$ cat config.mk
export PLATFORM = sky130hd
export DESIGN_NAME = cpu_controller
export DESIGN_NICKNAME = d
export VERILOG_FILES = /design/src/rtl/cpu_controller.sv
export SDC_FILE = /design/constraint.sdc
export NUM_CORES = 1
export LEC_CHECK = 0
export CAP_MARGIN = 25
export CELL_PAD_IN_SITES_DETAIL_PLACEMENT = 2
export CELL_PAD_IN_SITES_GLOBAL_PLACEMENT = 2
export CORE_MARGIN = 10
export CORE_UTILIZATION = 19
export CTS_CLUSTER_DIAMETER = 200
export DETAILED_ROUTE_END_ITERATION = 7
export PLACE_DENSITY = 0.82
export SLEW_MARGIN = 40
export SYNTH_ARGS = -nofsm -noshare
export SYNTH_HDL_FRONTEND = slang
export SYNTH_SLANG_ARGS = --single-unit
export TNS_END_PERCENT = 1
$ cat constraint.sdc
create_clock -name clk -period 1.7 [get_ports clk]
set_input_delay 0.51 -clock clk [delete_from_list [all_inputs] [get_ports clk]]
set_output_delay 0.51 -clock clk [all_outputs]
set_load 0.02 [all_outputs]
$ cat src/rtl/cpu_controller.sv
// Eight-phase instruction sequencer for the 8-bit accumulator CPU, with halt/resume.
// Optional single-step stall in phase 0 is enabled by defining CTRL_SINGLE_STEP_EN.
module cpu_controller #(
  parameter int OPW               = 3,
  parameter int HALT_RESUME_PHASE = 0
) (
  input  logic           clk,
  input  logic           rst,
  input  logic [OPW-1:0] opcode,
  input  logic           is_zero,
  input  logic           run,
`ifdef CTRL_SINGLE_STEP_EN
  input  logic           step_mode,
  input  logic           step,
`endif
  output logic           sel,
  output logic           rd,
  output logic           ld_ir,
  output logic           inc_pc,
  output logic           halt,
  output logic           ld_pc,
  output logic           data_e,
  output logic           ld_ac,
  output logic           wr,
  output logic [2:0]     phase
);

  typedef enum logic [2:0] {
    INST_ADDR  = 3'd0,
    INST_FETCH = 3'd1,
    INST_LOAD  = 3'd2,
    IDLE       = 3'd3,
    OP_ADDR    = 3'd4,
    OP_FETCH   = 3'd5,
    ALU_OP     = 3'd6,
    STORE      = 3'd7
  } phase_t;

  localparam logic [OPW-1:0] OP_HLT = OPW'(0);
  localparam logic [OPW-1:0] OP_SKZ = OPW'(1);
  localparam logic [OPW-1:0] OP_ADD = OPW'(2);
  localparam logic [OPW-1:0] OP_AND = OPW'(3);
  localparam logic [OPW-1:0] OP_XOR = OPW'(4);
  localparam logic [OPW-1:0] OP_LDA = OPW'(5);
  localparam logic [OPW-1:0] OP_STO = OPW'(6);
  localparam logic [OPW-1:0] OP_JMP = OPW'(7);

  localparam phase_t RESUME_PHASE = phase_t'(3'(HALT_RESUME_PHASE));

  phase_t phase_q, phase_d;
  logic   halted_q, halted_d;
  logic   stall;
  logic   is_hlt, is_skz, is_sto, is_jmp, alu_op;

  assign is_hlt = (opcode == OP_HLT);
  assign is_skz = (opcode == OP_SKZ);
  assign is_sto = (opcode == OP_STO);
  assign is_jmp = (opcode == OP_JMP);
  assign alu_op = (opcode inside {OP_ADD, OP_AND, OP_XOR, OP_LDA});

`ifdef CTRL_SINGLE_STEP_EN
  // Phase 0 is only ever entered by wrap, reset or resume, so holding there covers all three.
  assign stall = step_mode && !step && (phase_q == INST_ADDR);
`else
  assign stall = 1'b0;
`endif

  // NOTE: state registers use non-blocking assignments so every flop samples pre-edge values.
  always_ff @(posedge clk) begin
    if (rst) begin
      phase_q  <= INST_ADDR;
      halted_q <= 1'b0;
    end else begin
      phase_q  <= phase_d;
      halted_q <= halted_d;
    end
  end

  // NOTE: every output is given a default first so no path through the case infers a latch.
  always_comb begin
    phase_d  = phase_q;
    halted_d = halted_q;
    sel      = 1'b0;
    rd       = 1'b0;
    ld_ir    = 1'b0;
    inc_pc   = 1'b0;
    halt     = 1'b0;
    ld_pc    = 1'b0;
    data_e   = 1'b0;
    ld_ac    = 1'b0;
    wr       = 1'b0;

    if (halted_q) begin
      if (run) begin
        halted_d = 1'b0;
        phase_d  = RESUME_PHASE;
      end
    end else if (phase_q == OP_ADDR && is_hlt) begin
      halted_d = 1'b1;
    end else if (!stall) begin
      phase_d = phase_t'(phase_q + 3'd1);
    end

    if (halted_q) begin
      halt = 1'b1;
    end else begin
      case (phase_q)
        INST_ADDR:  sel = 1'b1;
        INST_FETCH: begin
          sel = 1'b1;
          rd  = 1'b1;
        end
        INST_LOAD, IDLE: begin
          sel   = 1'b1;
          rd    = 1'b1;
          ld_ir = 1'b1;
        end
        OP_ADDR: begin
          inc_pc = 1'b1;
          halt   = is_hlt;
        end
        OP_FETCH:   rd = alu_op;
        ALU_OP: begin
          rd     = alu_op;
          inc_pc = is_skz && is_zero;
          ld_pc  = is_jmp;
          data_e = is_sto;
        end
        STORE: begin
          rd     = alu_op;
          ld_ac  = alu_op;
          ld_pc  = is_jmp;
          data_e = is_sto;
          wr     = is_sto;
        end
      endcase
    end
  end

  // phase_q already sits at OP_ADDR while halted, so it doubles as the phase output.
  assign phase = phase_q;

endmodule

### Word-level counts from Yosys, hierarchy flattened

Cells that the tools add are included.

| word-level totals | value |
|---|---|
| register bits after elaboration | 4 |
| input port bits | 7 |
| output and inout port bits | 12 |
| word-level logic and storage cells | 54 |

| cells by class | value |
|---|---|
| $add $sub $neg | 1 |
| equality and inequality tests | 16 |
| multiplexer cells | 24 |
| reduce and logical (&&, ||, !) cells | 11 |

Operators by type and width:

| kind | count |
|---|---|
| == test 3 bit (second input constant) | 8 |
| 2-to-1 mux 1 bit | 19 |
| == test 3 x 2 -> 1 bit (second input constant) | 4 |
| 2-to-1 mux 3 bit | 3 |
| == test 3 x 1 -> 1 bit (second input constant) | 2 |
| zero test 3 bit | 2 |
| OR reduction 3 bit | 2 |
| inequality test 2 bit (second input constant) | 2 |
| case mux 1 bit (2 select lines) | 2 |
| nonzero test 4 bit | 1 |
| OR reduction 2 bit | 2 |
| OR reduction 4 bit | 1 |
| adder 3 x 1 -> 3 bit (second input constant) | 1 |
| logical AND 1 bit | 2 |
| AND reduction 2 bit | 1 |

### Depth between registers and ports, before layout

| depth | value |
|---|---|
| depth after elaboration | 4 |
| mapped depth | 5 |

### Least setup slack after synthesis

Ideal clock, no wire load.

| timing | value |
|---|---|
| kind | reg-to-output |
| start | register phase_q[1] (netlist: phase[1]) |
| end | output port sel |
| arrival time | 1.467 ns |
| data required time | 1.190 ns |
| path slack | -0.277 ns |
| cell stages (with the launch flop) | 6 |
| cell sequence | dfxtp_1 > inv_1 > ha_1 > or3_1 > a21oi_1 > nor2_1 |

| between the ends | value |
|---|---|
| word-level cells in the longest chain between the ends | 4 |

Ends and longest elaborated chain:

| element | RTL line | RTL |
|---|---|---|
| from (decl) | 50 | `phase_t phase_q, phase_d;` |
| from (signal assigned) | 74 | `phase_q <= phase_d;` |
| == test 3 x 2 -> 1 bit, or another cell as far along | 107 | `case (phase_q)` |
| OR reduction 4 bit (no source line) (*) | n/a |  |
| 2-to-1 mux 1 bit (*) | 107 |  |
| 2-to-1 mux 1 bit (*) | 104 | `if (halted_q) begin` |
| to (decl) | 16 | `output logic sel,` |

Mark *: on every way between the ends. The rest lies on a longest branch, timed or not.

### Worst setup path in the final report

| timing | value |
|---|---|
| start | register phase_q[0] (netlist: phase[0]) |
| end | output port sel |

Same word-level chain as after synthesis.

==> flow_summary.yaml <==
sta:
  slew_headroom_pct: 85.16
  rsz0062_at_grt: "true"
  hold_viol_final: 0
  fmax_ghz: 0.4855
  fin_crit_ns: 2.060
  setup_viol: 8
  setup_slack_ns: -0.3599
  worst_pin_slew_ns: 0.2219
  period_share_pct: 121.2
  finClkSkew_ns: 0.0009316
  finalMaxSlewViolations: 0
  holdWs_ns: 0.6771
worst_setup_path:
  path_cells: "inv_4 -> ha_4 -> or3_4 -> a21oi_2 -> nor2_1 -> buf_4"
  critical_path.startpoint_type: "register"
  required_ns: 1.19
  rrSetupSlack_ns: 0.19
  crit_type: "register to output port"
  endpoint_kind: "output port"
  worst-path-stages: 6
  crit_start: "phase[0]"
  crit_end: "sel"
  cp_slowest_stage_delay_ns: 0.39
  slowest_stage: "or3_4"
  worst-path-max-fanout: 4
  r2r_end: "phase[2]"
  r2r_cells: 6
  critPathBufInv: 2
  crit_arrival_ns: 1.55
  reg2reg_from: "phase[0]"
  cp_top_family: "simple AND/OR/NAND/NOR gates"
layout:
  area_growth_pct: 104.7
  nNetsFinal: 97
  num_antenna_cells: 0
  fill_cells: 223
  fin_cells: 109
  drive_above_1_share_pct: 64.63
  post-route-util_pct: 40.97
placement:
  gp_congestion: 0.6883
  hpwlAfterDp_um: 1350
  place_worst_setup_slack_ns: -1.049
  dp_cells: 104
  io_buffers: 18
synthesis:
  yosys_most_used_dff: "dfxtp_1"
  synth_top_area_share_pct: 20.19
  ys_types: 21
  netlist_area_um2: 396.6
  synth_seq_area_share_pct: 20.19
  synth_edf_count: 0
  async_flop_share_pct: 0
  synth_top_area_cell: "dfxtp_1"
  syn-num-nets: 58
  ys_ff_latch: 4
  synth_commonest_cells: "ha_1, dfxtp_1, inv_1, nor2_1, nor3b_1"
  syn_area_per_cell_um2: 8.814
  yosys-top-cells-area: "dfxtp_1, ha_1, mux2_4"
  syn_inst: 45
  yosysMostFrequentCell: "ha_1"
  yosysWarnings: 0
global_route:
  top_usage_layer: "met2"
  grt_pass1_vias: 582
  antenna_found_initial: 0
  grt_max_degree: 8
  track_usage_pct: 9.374
  grt_overflow: 0
  met1_usage_pct: 8.944
  grtUsageMet2_pct: 17.39
  grtUsageMet3_pct: 2.542
  grt_pass1_wl_um: 3042
run_status:
  status: "finished, violations left"
  violations: "setup timing"
pwr:
  power_leakage_uw: 0.0003568
  power.density_nw_per_um2: 587.1
  ir_drop_v: 0.0003212
run:
  maxCapViolCount: 0
worst_hold_path:
  hold_path_class: "register to register"
  whs_path_depth: 3
clock_tree:
  clk_pin_slew_ns: 0.04
  cts.sinks: 4
  cts_buffer_depth: 2
  cts-hold-fix-buffers: 0
  cts_tree: "built"
  cts_buffers: 3
  clk_latency_ns: 0.25
  h-tree-depth: 1
  cts_root_buf: "clkbuf_4"
routing:
  wl_per_cell_um: 16.56
  drt_iter0_markers: 9
  vias: 496
  drc: 0
  ant_nets: 0
  dr.pass1.iters: 3
  viasPerCell: 4.550
  routed_wirelength_um: 1805
floorplanning:
  std_cell_rows: 16
  core_um2: 1982
  dieArea_um2: 4315
  die_h_um: 65.69
  die_x_um: 65.69
  start_util_pct: 20.01
  io_pins: 19
==> final cells by class <==
| class | count | area (µm²) | share of cell area [%] |
|---|---|---|---|
| multi-input combinational | 35 | 362.8 | 44.68 |
| timing repair buffer | 35 | 281.5 | 34.67 |
| sequential | 4 | 87.58 | 10.79 |
| tap | 27 | 33.78 | 4.160 |
| inverter | 5 | 23.77 | 2.928 |
| clock buffer | 3 | 22.52 | 2.773 |
==> where the power goes <==
group	internal (µW)	total, µW	switching (µW)
logic	121	234	114
registers	102	115	12.9
clock network	79.5	127	47.5
==> routing by layer <==
layer  wire length, µm  vias to the layer above
met5                 0                        -
met4                46                        0
met3                98                        5
met2               979                       21
met1               680                      233
li1                  -                      237
==> how the worst min path moves through the flow <==
stage,start,endpoint,slack (ns)
finish,phase[1],phase[1],0.68
CTS,phase[1],phase[1],0.69
detailed placement,phase[1],phase[1],0.64
floorplan,phase[1],phase[1],0.54
global route,phase[1],phase[1],0.72
global placement,phase[1],phase[1],0.62
==> tightest hold or removal path, delay by kind of cell (launching register included) <==
family | cells | cell delay [ns]
simple gates | 1 | 0.07
buf+inv | 1 | 0.14
mux | 1 | 0.06
flops | 1 | 0.36
==> timing repair <==
| item | in CTS | in global routing |
|---|---|---|
| gates cloned | 0 | 0 |
| endpoints found under the hold margin | 0 | 0 |
| setup buffers | 2 | 0 |
| pin swaps | 4 | 0 |
| setup endpoints to repair | 14 | 11 |
| resized for setup | 77 | 5 |
==> state kept, by name (all words and copies together), names as in the netlist <==
| signal | cells |
|---|---|
| halted_q | 1 |
| phase | 3 |
==> metrics by stage <==
stage / total power [µW] / setup TNS (ns) / area, µm²
3_3_place_gp: 321.7 / -7.837 / 718.2
4_1_cts: 473.9 / -1.861 / 798.3
3_5_place_dp: 328.9 / -8.370 / 718.2
5_1_grt: 516.5 / -2.418 / 812.0
6_report: 476.7 / -1.740 / 812.0
2_1_floorplan: 205.1 / -0.7253 / 399.1
==> cells by family after synthesis <==
| kind of cell | count (synthesis) | share of synthesized area [%] |
|---|---|---|
| multiplexers | 3 | 10.10 |
| AND/OR/NAND/NOR | 19 | 27.45 |
| AO/OA/AOI/OAI | 6 | 14.51 |
| flip-flops | 4 | 20.19 |
| adder cells (fa/ha/maj) | 6 | 18.93 |
| buffers and inverters | 6 | 6.623 |
| XOR/XNOR | 1 | 2.209 |
==> cells in the final DEF (no fill, tap or decap), drive strengths merged <==
master,synthesis,routed
or3,1,1
xor2,1,1
nand2b,1,1
nand3b,2,2
nor3,2,2
buf,1,26
clkbuf,0,3
inv,5,5
a41oi,2,2
clkdlybuf4s15,0,5
nor2,5,5
mux2,2,2
nor3b,4,4
dfxtp,4,4
dlygate4sd2,0,1
a21oi,3,3
clkdlybuf4s50,0,3
nand2,2,2
o22ai,1,1
ha,6,6
mux2i,1,1
nor4,2,2
Power figures use the tool's default switching activity.
